**src/rtl/condicionador_botoes.sv**
```systemverilog
// Push-button conditioner: synchronise, debounce and turn each single-button press into one play strobe.
// Latency: a stable press reaches EMITE on edge N_DEB+2 after it is first sampled; strobe lasts one cycle.
// Backpressure: none; habilita only gates the strobe and the jogada_valor update, the FSM never stalls.
//
// Ports:
//   clock        system clock, rising edge
//   reset        asynchronous active-low reset
//   botoes_raw   raw button levels (1 = pressed), asynchronous to clock
//   habilita     1 = play strobes allowed
//   botoes       debounced levels of the accepted button (0 while idle or in a multi-press)
//   jogada_pulso one-cycle strobe per accepted press
//   jogada_valor one-hot code of the last accepted press, held until the next one
//   multiplo     high while a rejected multi-button press is held
//   db_estado    FSM state code for a 7-segment debug display
module condicionador_botoes #(
  parameter int N_DEB = 50000
) (
  input  logic       clock,
  input  logic       reset,
  input  logic [3:0] botoes_raw,
  input  logic       habilita,
  output logic [3:0] botoes,
  output logic       jogada_pulso,
  output logic [3:0] jogada_valor,
  output logic       multiplo,
  output logic [3:0] db_estado
);

  localparam int            CW      = (N_DEB > 1) ? $clog2(N_DEB) : 1;
  localparam logic [CW-1:0] CNT_MAX = CW'(N_DEB - 1);

  typedef enum logic [3:0] {
    OCIOSO       = 4'd0,
    FILTRA_PRESS = 4'd1,
    EMITE        = 4'd2,
    SEGURA       = 4'd3,
    FILTRA_SOLTA = 4'd4,
    ERRO_MULTI   = 4'd5
  } estado_t;

  logic [3:0]    sinc1_q;
  logic [3:0]    sinc_q;
  estado_t       state_q;
  logic [CW-1:0] cnt_q;
  logic [3:0]    cand_q;
  logic [3:0]    botoes_q;
  logic          pulso_q;
  logic [3:0]    valor_q;
  logic          multi_q;
  logic          cand_one_hot;

  // Two-flop synchroniser; only the second stage is ever looked at.
  always_ff @(posedge clock or negedge reset) begin
    if (!reset) begin
      sinc1_q <= 4'd0;
      sinc_q  <= 4'd0;
    end else begin
      sinc1_q <= botoes_raw;
      sinc_q  <= sinc1_q;
    end
  end

  // Exactly one bit set: nonzero and clearing the lowest set bit leaves nothing.
  assign cand_one_hot = (cand_q != 4'd0) && ((cand_q & (cand_q - 4'd1)) == 4'd0);

  // Outputs are loaded on the edge that enters EMITE, so the strobe and the new
  // jogada_valor are visible together during the single EMITE cycle.
  always_ff @(posedge clock or negedge reset) begin
    if (!reset) begin
      state_q  <= OCIOSO;
      cnt_q    <= '0;
      cand_q   <= 4'd0;
      botoes_q <= 4'd0;
      pulso_q  <= 1'b0;
      valor_q  <= 4'd0;
      multi_q  <= 1'b0;
    end else begin
      pulso_q <= 1'b0;
      case (state_q)
        OCIOSO: begin
          if (sinc_q != 4'd0) begin
            cand_q  <= sinc_q;
            cnt_q   <= '0;
            state_q <= FILTRA_PRESS;
          end
        end
        FILTRA_PRESS: begin
          if (sinc_q == 4'd0) begin
            state_q <= OCIOSO;
          end else if (sinc_q != cand_q) begin
            // Pattern still settling: restart the window on the new pattern.
            cand_q <= sinc_q;
            cnt_q  <= '0;
          end else if (cnt_q == CNT_MAX) begin
            if (cand_one_hot) begin
              state_q  <= EMITE;
              botoes_q <= cand_q;
              pulso_q  <= habilita;
              if (habilita) valor_q <= cand_q;
            end else begin
              state_q  <= ERRO_MULTI;
              botoes_q <= 4'd0;
              multi_q  <= 1'b1;
            end
          end else begin
            cnt_q <= cnt_q + CW'(1);
          end
        end
        EMITE: begin
          state_q <= SEGURA;
        end
        SEGURA: begin
          // Extra or changed buttons while held are ignored; only full release matters.
          if (sinc_q == 4'd0) begin
            cnt_q   <= '0;
            state_q <= FILTRA_SOLTA;
          end
        end
        FILTRA_SOLTA: begin
          if (sinc_q != 4'd0) begin
            state_q <= SEGURA;
          end else if (cnt_q == CNT_MAX) begin
            state_q  <= OCIOSO;
            botoes_q <= 4'd0;
          end else begin
            cnt_q <= cnt_q + CW'(1);
          end
        end
        ERRO_MULTI: begin
          if (sinc_q == 4'd0) begin
            cnt_q   <= '0;
            multi_q <= 1'b0;
            state_q <= FILTRA_SOLTA;
          end
        end
        default: begin
          state_q  <= OCIOSO;
          botoes_q <= 4'd0;
          multi_q  <= 1'b0;
        end
      endcase
    end
  end

  assign botoes       = botoes_q;
  assign jogada_pulso = pulso_q;
  assign jogada_valor = valor_q;
  assign multiplo     = multi_q;
  assign db_estado    = state_q;

endmodule

```
**config.mk**
```make
export PLATFORM = sky130hd
export DESIGN_NAME = condicionador_botoes
export DESIGN_NICKNAME = d
export VERILOG_FILES = /design/src/rtl/condicionador_botoes.sv
export SDC_FILE = /design/constraint.sdc
export NUM_CORES = 1
export LEC_CHECK = 0
export ABC_AREA = 1
export CAP_MARGIN = 20
export CELL_PAD_IN_SITES_DETAIL_PLACEMENT = 2
export CELL_PAD_IN_SITES_GLOBAL_PLACEMENT = 2
export CORE_MARGIN = 2
export CORE_UTILIZATION = 30
export CTS_CLUSTER_DIAMETER = 60
export CTS_CLUSTER_SIZE = 30
export DETAILED_ROUTE_END_ITERATION = 8
export GPL_ROUTABILITY_DRIVEN = 0
export PLACE_DENSITY_LB_ADDON = 0.1
export SLEW_MARGIN = 20
export SYNTH_ARGS = -nofsm -noshare
export SYNTH_HDL_FRONTEND = slang
export SYNTH_SLANG_ARGS = --single-unit
```
**constraint.sdc**
```tcl
create_clock -name clock -period 3.3 [get_ports clock]
set_input_delay 0.495 -clock clock [delete_from_list [all_inputs] [get_ports clock]]
set_output_delay 0.495 -clock clock [all_outputs]
set_load 0.005 [all_outputs]
```
==> results.ini, run 1 <==
[synth]
ys_warn_count = 0
syn_area_um2 = 2618
yosys.area.top_type = dfrtp_1
synth_edf_count = 0
synth.distinct_cells = 32
synth_top_area_share_pct = 39.20
yosys-top-cells-area = dfrtp_1 39%, nand2_1 22%, nand3_1 8.0%, inv_1 6.2%, nor2_1 5.4%
syn_avg_cell_area_um2 = 6.729
async_flop_share_pct = 100.0
synth_ff_type = dfrtp_1
synth_fp_nets = 397
syn_inst = 389
ys_ff_latch = 41
synth-seq-area-share_pct = 39.20

[pwr]
pwr-share-seq_pct = 33.3
power.leakage_nw = 1.520
pwr-share-comb_pct = 48.5
p_int_mw = 1.055
clkPwrFrac_pct = 18.2
peakVddDrop_uv = 302.6
power.density_nw_per_um2 = 693.7
power.switching_mw = 1.026
swShare_pct = 49.30

[clock_tree]
cts_tree = built
h-tree-depth = 2
cts_root_buffer = clkbuf_8
clkTransAtPathRegs_ps = 100
cts_setup_buffers = 0
cts_resized = 0
hold_buffers = 0
insertion_delay_ps = 310
cts_made_buffers = 5
cts_buffer_depth = 2
cts.sinks = 41

[timing]
clock.fmax_mhz = 468.2
relSlewSlack_pct = 44.31
period_needed_ps = 2136
rsz0062_at_grt = false
finalHoldViolCount = 0
fin_setup_tns_ps = 0
clock_skew_ps = 7.403
fin_crit_sh_pct = 64.73
drv_slew = 0
max_slew.worst_pin.slew_ps = 832.3
finalSetupViolations = 0

[worst_setup_path]
worstPathArrival_ps = 2390
critical_path.reg2reg.startpoint = cand_q[1]$_DFFE_PN0P_
crit_start = cand_q[1]$_DFFE_PN0P_
cpMostUsedCell = nand2_1
cp.depth = 10
r2r_slack_ps = 1160
reg2reg_to = cnt_q[11]$_DFFE_PN0P_
critPathCapture = cnt_q[11]$_DFFE_PN0P_
worstPathRequired_ps = 3550
start_kind = register
worst-path-max-fanout = 9
cp_cell_sequence = inv_1 > nand2_1 > nand2_1 > nand2_1 > nor2_1 > buf_4 > nand3_1 > o21ai_0 > nand2_1 > nand2_1
critPathSlowestCell = nor2_1
crit_buf_inv = 2
path_delay_family = simple AND/OR/NAND/NOR gates
rr_worst_depth = 10
worstSetupEndpointType = register
path_class = reg -> reg
slowest_delay_ps = 650

[floorplan]
die_h_um = 97.41
ioPinCount = 21
die_w_um = 97.41
die_area_um2 = 9488
num_rows = 34
fp.coreArea_um2 = 8593
start_util_pct = 30.46

[global_route]
gr-usage-all-layers_pct = 18.22
grt_pass1_wl_um = 13980
grt.overflow.total = 0
grt_max_degree = 42
antenna_found_initial = 0
grt_pass1_vias = 2682

[finish]
antennaDiodeCount = 0
post-route-util_pct = 34.92
final_common_cell = nand2_1
final_nets = 417
final_cell_mix = 150 x nand2_1, 43 x inv_1, 42 x nand3_1
drive_gt1_share_pct = 8.293
area_growth_pct = 14.63

[place]
portBuffers = 19
post-dp-hpwl_um = 6207

[worst_hold_path]
holdCritPathClass = in -> async

[detailed_routing]
vias = 2524
drt-vias-per-instance = 4.873
drt_iter0_markers = 57
route.detailed.drc = 0
wire_per_inst_um = 15.81
firstDrtPassIters = 4
ant_nets = 0
drt-total-wl_um = 8192

[outcome]
status = finished, final reports clean

[job]
drv_cap = 0

-- power by group through the flow --
stage | clock (mW) | sequential, mW | combinational (mW)
CTS | 0.399 | 0.697 | 1.03
global route | 0.412 | 0.711 | 1.16
finish | 0.379 | 0.693 | 1.01
detailed placement | 0 | 0.707 | 1.02
floorplan | 0 | 0.671 | 0.719
global placement | 0 | 0.699 | 0.991
-- worst min path at each step --
stage	endpoint	cells past startpoint	slack [ps]	startpoint
global route	jogada_valor[2]$_DFFE_PN0P_	1	210	reset
detailed placement	sinc_q[2]$_DFF_PN0_	0	340	sinc1_q[2]$_DFF_PN0_
finish	cnt_q[12]$_DFFE_PN0P_	1	170	reset
global placement	sinc_q[2]$_DFF_PN0_	0	330	sinc1_q[2]$_DFF_PN0_
CTS	sinc_q[2]$_DFF_PN0_	0	360	sinc1_q[2]$_DFF_PN0_
floorplan	botoes[0]$_DFFE_PN0P_	0	200	reset
-- registers in the layout, indices dropped and copies added, names as in the netlist --
name and cells:
multiplo 1, cand_q 4, botoes 4, cnt_q 16
jogada_valor 4, jogada_pulso 1, sinc_q 4, db_estado 3
sinc1_q 4
-- cell families (layout without fill, tap and decap cells) --
group,Yosys count,after routing,synth area share (%)
simple gates,259,259,43.64
buf+inv,57,78,8.938
flops,41,41,39.20
compound gates,21,21,4.589
xor+xnor,9,9,3.011
fa+ha+maj,1,1,0.4779
other cells,1,1,0.1433
-- per-layer routing --
layer / up-vias / share of wire, % / GRT usage (%) / wire length, um
met4: 0 / 0.83 / 3.205 / 68
met5: - / 0 / 0 / 0
met2: 22 / 45 / 28.86 / 3651
li1: 1254 / - / - / -
met3: 7 / 1.9 / 2.590 / 155
met1: 1241 / 53 / 26.78 / 4316
-- metrics by stage --
step / power [mW] / instances / hold slack [ps] / setup slack [ps] / area (um^2)
6_report: 2.081 / 518 / 174.9 / 1164 / 3000
5_1_grt: 2.280 / 518 / 206.3 / 890.3 / 3000
4_1_cts: 2.125 / 518 / 360.9 / 1133 / 2998
3_5_place_dp: 1.732 / 510 / 336.3 / 1176 / 2903
3_3_place_gp: 1.690 / 510 / 332.0 / 1202 / 2903
2_1_floorplan: 1.390 / 389 / 199.4 / 1671 / 2618
-- cell type report --
cell class              count  area (um^2)
clock buffers               5        68.82
inverters                  49        183.9
well taps                 108        135.1
clock inverters             3        26.28
fillers                  1058         5593
multi-input cells         291         1358
flip-flops and latches     41         1026
repair buffers             21        202.7
-- cells in the mapped netlist, types with 2 or more instances --
cell type,number
clkbuf_1,3
o21ai_1,5
o211ai_1,2
xnor2_1,5
nor2_4,3
nand2_2,7
inv_1,43
nor3_1,3
nand2_1,150
nand4_1,10
o21ai_0,10
dfrtp_1,41
nor2_1,38
xor2_1,4
inv_2,5
buf_4,3
nand3_1,42
-- worst reg2reg max path, stage by stage, from the launching register on --
cell and delay (ps):
dfrtp_1 420, inv_1 150, nand2_1 70, nand2_1 60
nand2_1 60, nor2_1 650, buf_4 290, nand3_1 70
o21ai_0 180, nand2_1 70, nand2_1 60
No activity file was read; power rests on OpenSTA's default activity.
==> run 2: changes to the inputs <==
clock period = 2.1 ns   (was 3.3 ns; I/O delays follow)
==> results.ini, run 2 (synthesis results as in run 1) <==
[pwr]
power.leakage_nw = 1.564  ; was 1.520 nW
peakVddDrop_uv = 336.8  ; was 302.6 uV
power.density_nw_per_um2 = 1097  ; was 693.7 nW/um^2
total_power_mw = 3.387  ; was 2.081 mW

[detailed_routing]
route.detailed.drc = 0  ; unchanged
wire_per_inst_um = 15.76  ; was 15.81 um
drt-total-wl_um = 8308  ; was 8192 um
firstDrtPassIters = 4  ; unchanged
vias = 2606  ; was 2524
ant_nets = 0  ; unchanged
drt-vias-per-instance = 4.945  ; was 4.873
drt_iter0_markers = 49  ; was 57

[place]
post-dp-hpwl_um = 6497  ; was 6207 um
portBuffers = 19  ; unchanged

[worst_setup_path]
slowest_delay_ps = 580  ; was 650 ps
cp_cell_sequence = inv_2 > nand2_1 > nand3_1 > nor2_1 > nor2_4 > nand2_4 > inv_2 > nand2_1 > o21ai_0  ; was inv_1 > nand2_1 > nand2_1 > nand2_1 > nor2_1 > buf_4 > nand3_1 > o21ai_0 > nand2_1 > nand2_1
critPathSlowestCell = dfrtp_1  ; was nor2_1
worstPathRequired_ps = 2280  ; was 3550 ps
worstSetupEndpointType = register  ; unchanged
path_delay_family = simple AND/OR/NAND/NOR gates  ; unchanged
worstPathArrival_ps = 2020  ; was 2390 ps
start_kind = register  ; unchanged
worst-path-max-fanout = 14  ; was 9
path_class = reg -> reg  ; unchanged
crit_buf_inv = 2  ; unchanged

[floorplan]
ioPinCount = 21  ; unchanged
start_util_pct = 30.46  ; unchanged
die_w_um = 97.41  ; unchanged
die_area_um2 = 9488  ; unchanged
die_h_um = 97.41  ; unchanged
fp.coreArea_um2 = 8593  ; unchanged
num_rows = 34  ; unchanged

[outcome]
status = finished, final reports clean  ; unchanged

[clock_tree]
cts_buffer_depth = 2  ; unchanged
cts_made_buffers = 5  ; unchanged
cts_tree = built  ; unchanged
h-tree-depth = 2  ; unchanged
cts_root_buffer = clkbuf_8  ; unchanged
insertion_delay_ps = 310  ; about the same
cts.sinks = 41  ; unchanged
clkTransAtPathRegs_ps = 100  ; about the same

[worst_hold_path]
holdCritPathClass = reg -> reg  ; was in -> async

[job]
drv_cap = 0  ; unchanged

[global_route]
grt_pass1_wl_um = 14640  ; was 13980 um
grt_max_degree = 21  ; was 42
gr-usage-all-layers_pct = 19.07  ; was 18.22%
grt_pass1_vias = 2921  ; was 2682
antenna_found_initial = 0  ; unchanged
grt.overflow.total = 0  ; unchanged

[timing]
finalSetupViolations = 0  ; unchanged
rsz0062_at_grt = false  ; unchanged
period_needed_ps = 1831  ; was 2136 ps
finalHoldViolCount = 0  ; unchanged
clock_skew_ps = 12.66  ; was 7.403 ps
fin_crit_sh_pct = 87.18  ; was 64.73%
drv_slew = 0  ; unchanged
clock.fmax_mhz = 546.2  ; was 468.2 MHz
fin_setup_tns_ps = 0  ; unchanged

[finish]
final_cell_mix = 150 x nand2_1, 43 x inv_1, 42 x nand3_1  ; unchanged
final_common_cell = nand2_1  ; unchanged
area_growth_pct = 17.93  ; was 14.63%
largest-register = cnt_q  ; unchanged
drive_gt1_share_pct = 10.02  ; was 8.293%
final_nets = 426  ; was 417
antennaDiodeCount = 0  ; unchanged
largest_register_ffs = 16  ; unchanged

run 2: cell count changes in the layout (fill, tap and decap cells not counted):
cell,previous run,this run
buf_4,3,9
inv_6,3,1
a21oi_2,1,0
a21oi_4,0,1
buf_12,0,1
buf_2,0,1
clkinv_4,0,1
clkinvlp_4,0,1
dlygate4sd3_1,0,1
run 2: path summary, 6_finish.rpt:
| path | start | to | slack, ps | depth (start not counted) |
|---|---|---|---|---|
| worst max-delay path | db_estado[2]$_DFFE_PN0P_ | cnt_q[8]$_DFFE_PN0P_ | 270 | 9 |
| worst min-delay path | sinc1_q[0]$_DFF_PN0_ | sinc_q[0]$_DFF_PN0_ | 350 | 0 |
| worst max register to register | db_estado[2]$_DFFE_PN0P_ | cnt_q[8]$_DFFE_PN0P_ | 270 | 9 |
| worst min register to register | sinc1_q[0]$_DFF_PN0_ | sinc_q[0]$_DFF_PN0_ | 350 | 0 |
| max in group asynchronous | reset | cand_q[2]$_DFFE_PN0P_ | 1160 | 3 |
| min in group asynchronous | reset | db_estado[0]$_DFFE_PN0P_ | 390 | 2 |
run 2: power breakdown:
part / total [mW] / switching, mW / internal [mW]
Sequential: 1.08 / 0.164 / 0.920
Combinational: 1.73 / 1.16 / 0.562
Clock: 0.578 / 0.338 / 0.241
run 2: layer usage:
layer  vias to the layer above  global-route usage (%)  part of all wire (%)
met4                         0                   4.274                  0.88
met5                         -                       0                     0
li1                       1271                       -                     -
met2                        21                   31.56                    47
met1                      1309                   26.98                    50
met3                         5                   2.014                   1.9
run 2: what timing repair did:
action	in CTS	in global routing
resized for setup	0	1
hold buffers	1	0
setup buffers	0	0
endpoints found under the hold margin	9	0
endpoints found under the setup margin	0	1
run 2: stage by stage:
stage | area, um^2 | hold slack [ps] | cells | util, % | worst slack, ps
global placement | 2975 | 194.0 | 518 | 34.62 | 257.8
floorplan | 2618 | 19.41 | 389 | - | 471.3
finish | 3087 | 354.3 | 527 | 35.92 | 269.2
global route | 3087 | 378.5 | 527 | 35.92 | 63.97
detailed placement | 2975 | 201.1 | 518 | 34.62 | 192.8
CTS | 3079 | 359.7 | 527 | 35.83 | 188.5
run 2: area by class of cell:
class / instances / area [um^2]
Fill cell: 1043 / 5507
Multi-Input combinational cell: 291 / 1365
Clock inverter: 3 / 25.02
Inverter: 49 / 183.9
Tap cell: 108 / 135.1
Sequential cell: 41 / 1026
Clock buffer: 5 / 68.82
Timing Repair Buffer: 30 / 282.8
==> run 3: changes to the inputs <==
CTS_BUF_LIST = sky130_fd_sc_hd__clkbuf_8   (was default)
==> results of run 3 <==
Same layout as run 2: the final DEF is identical, and so are final timing and power.
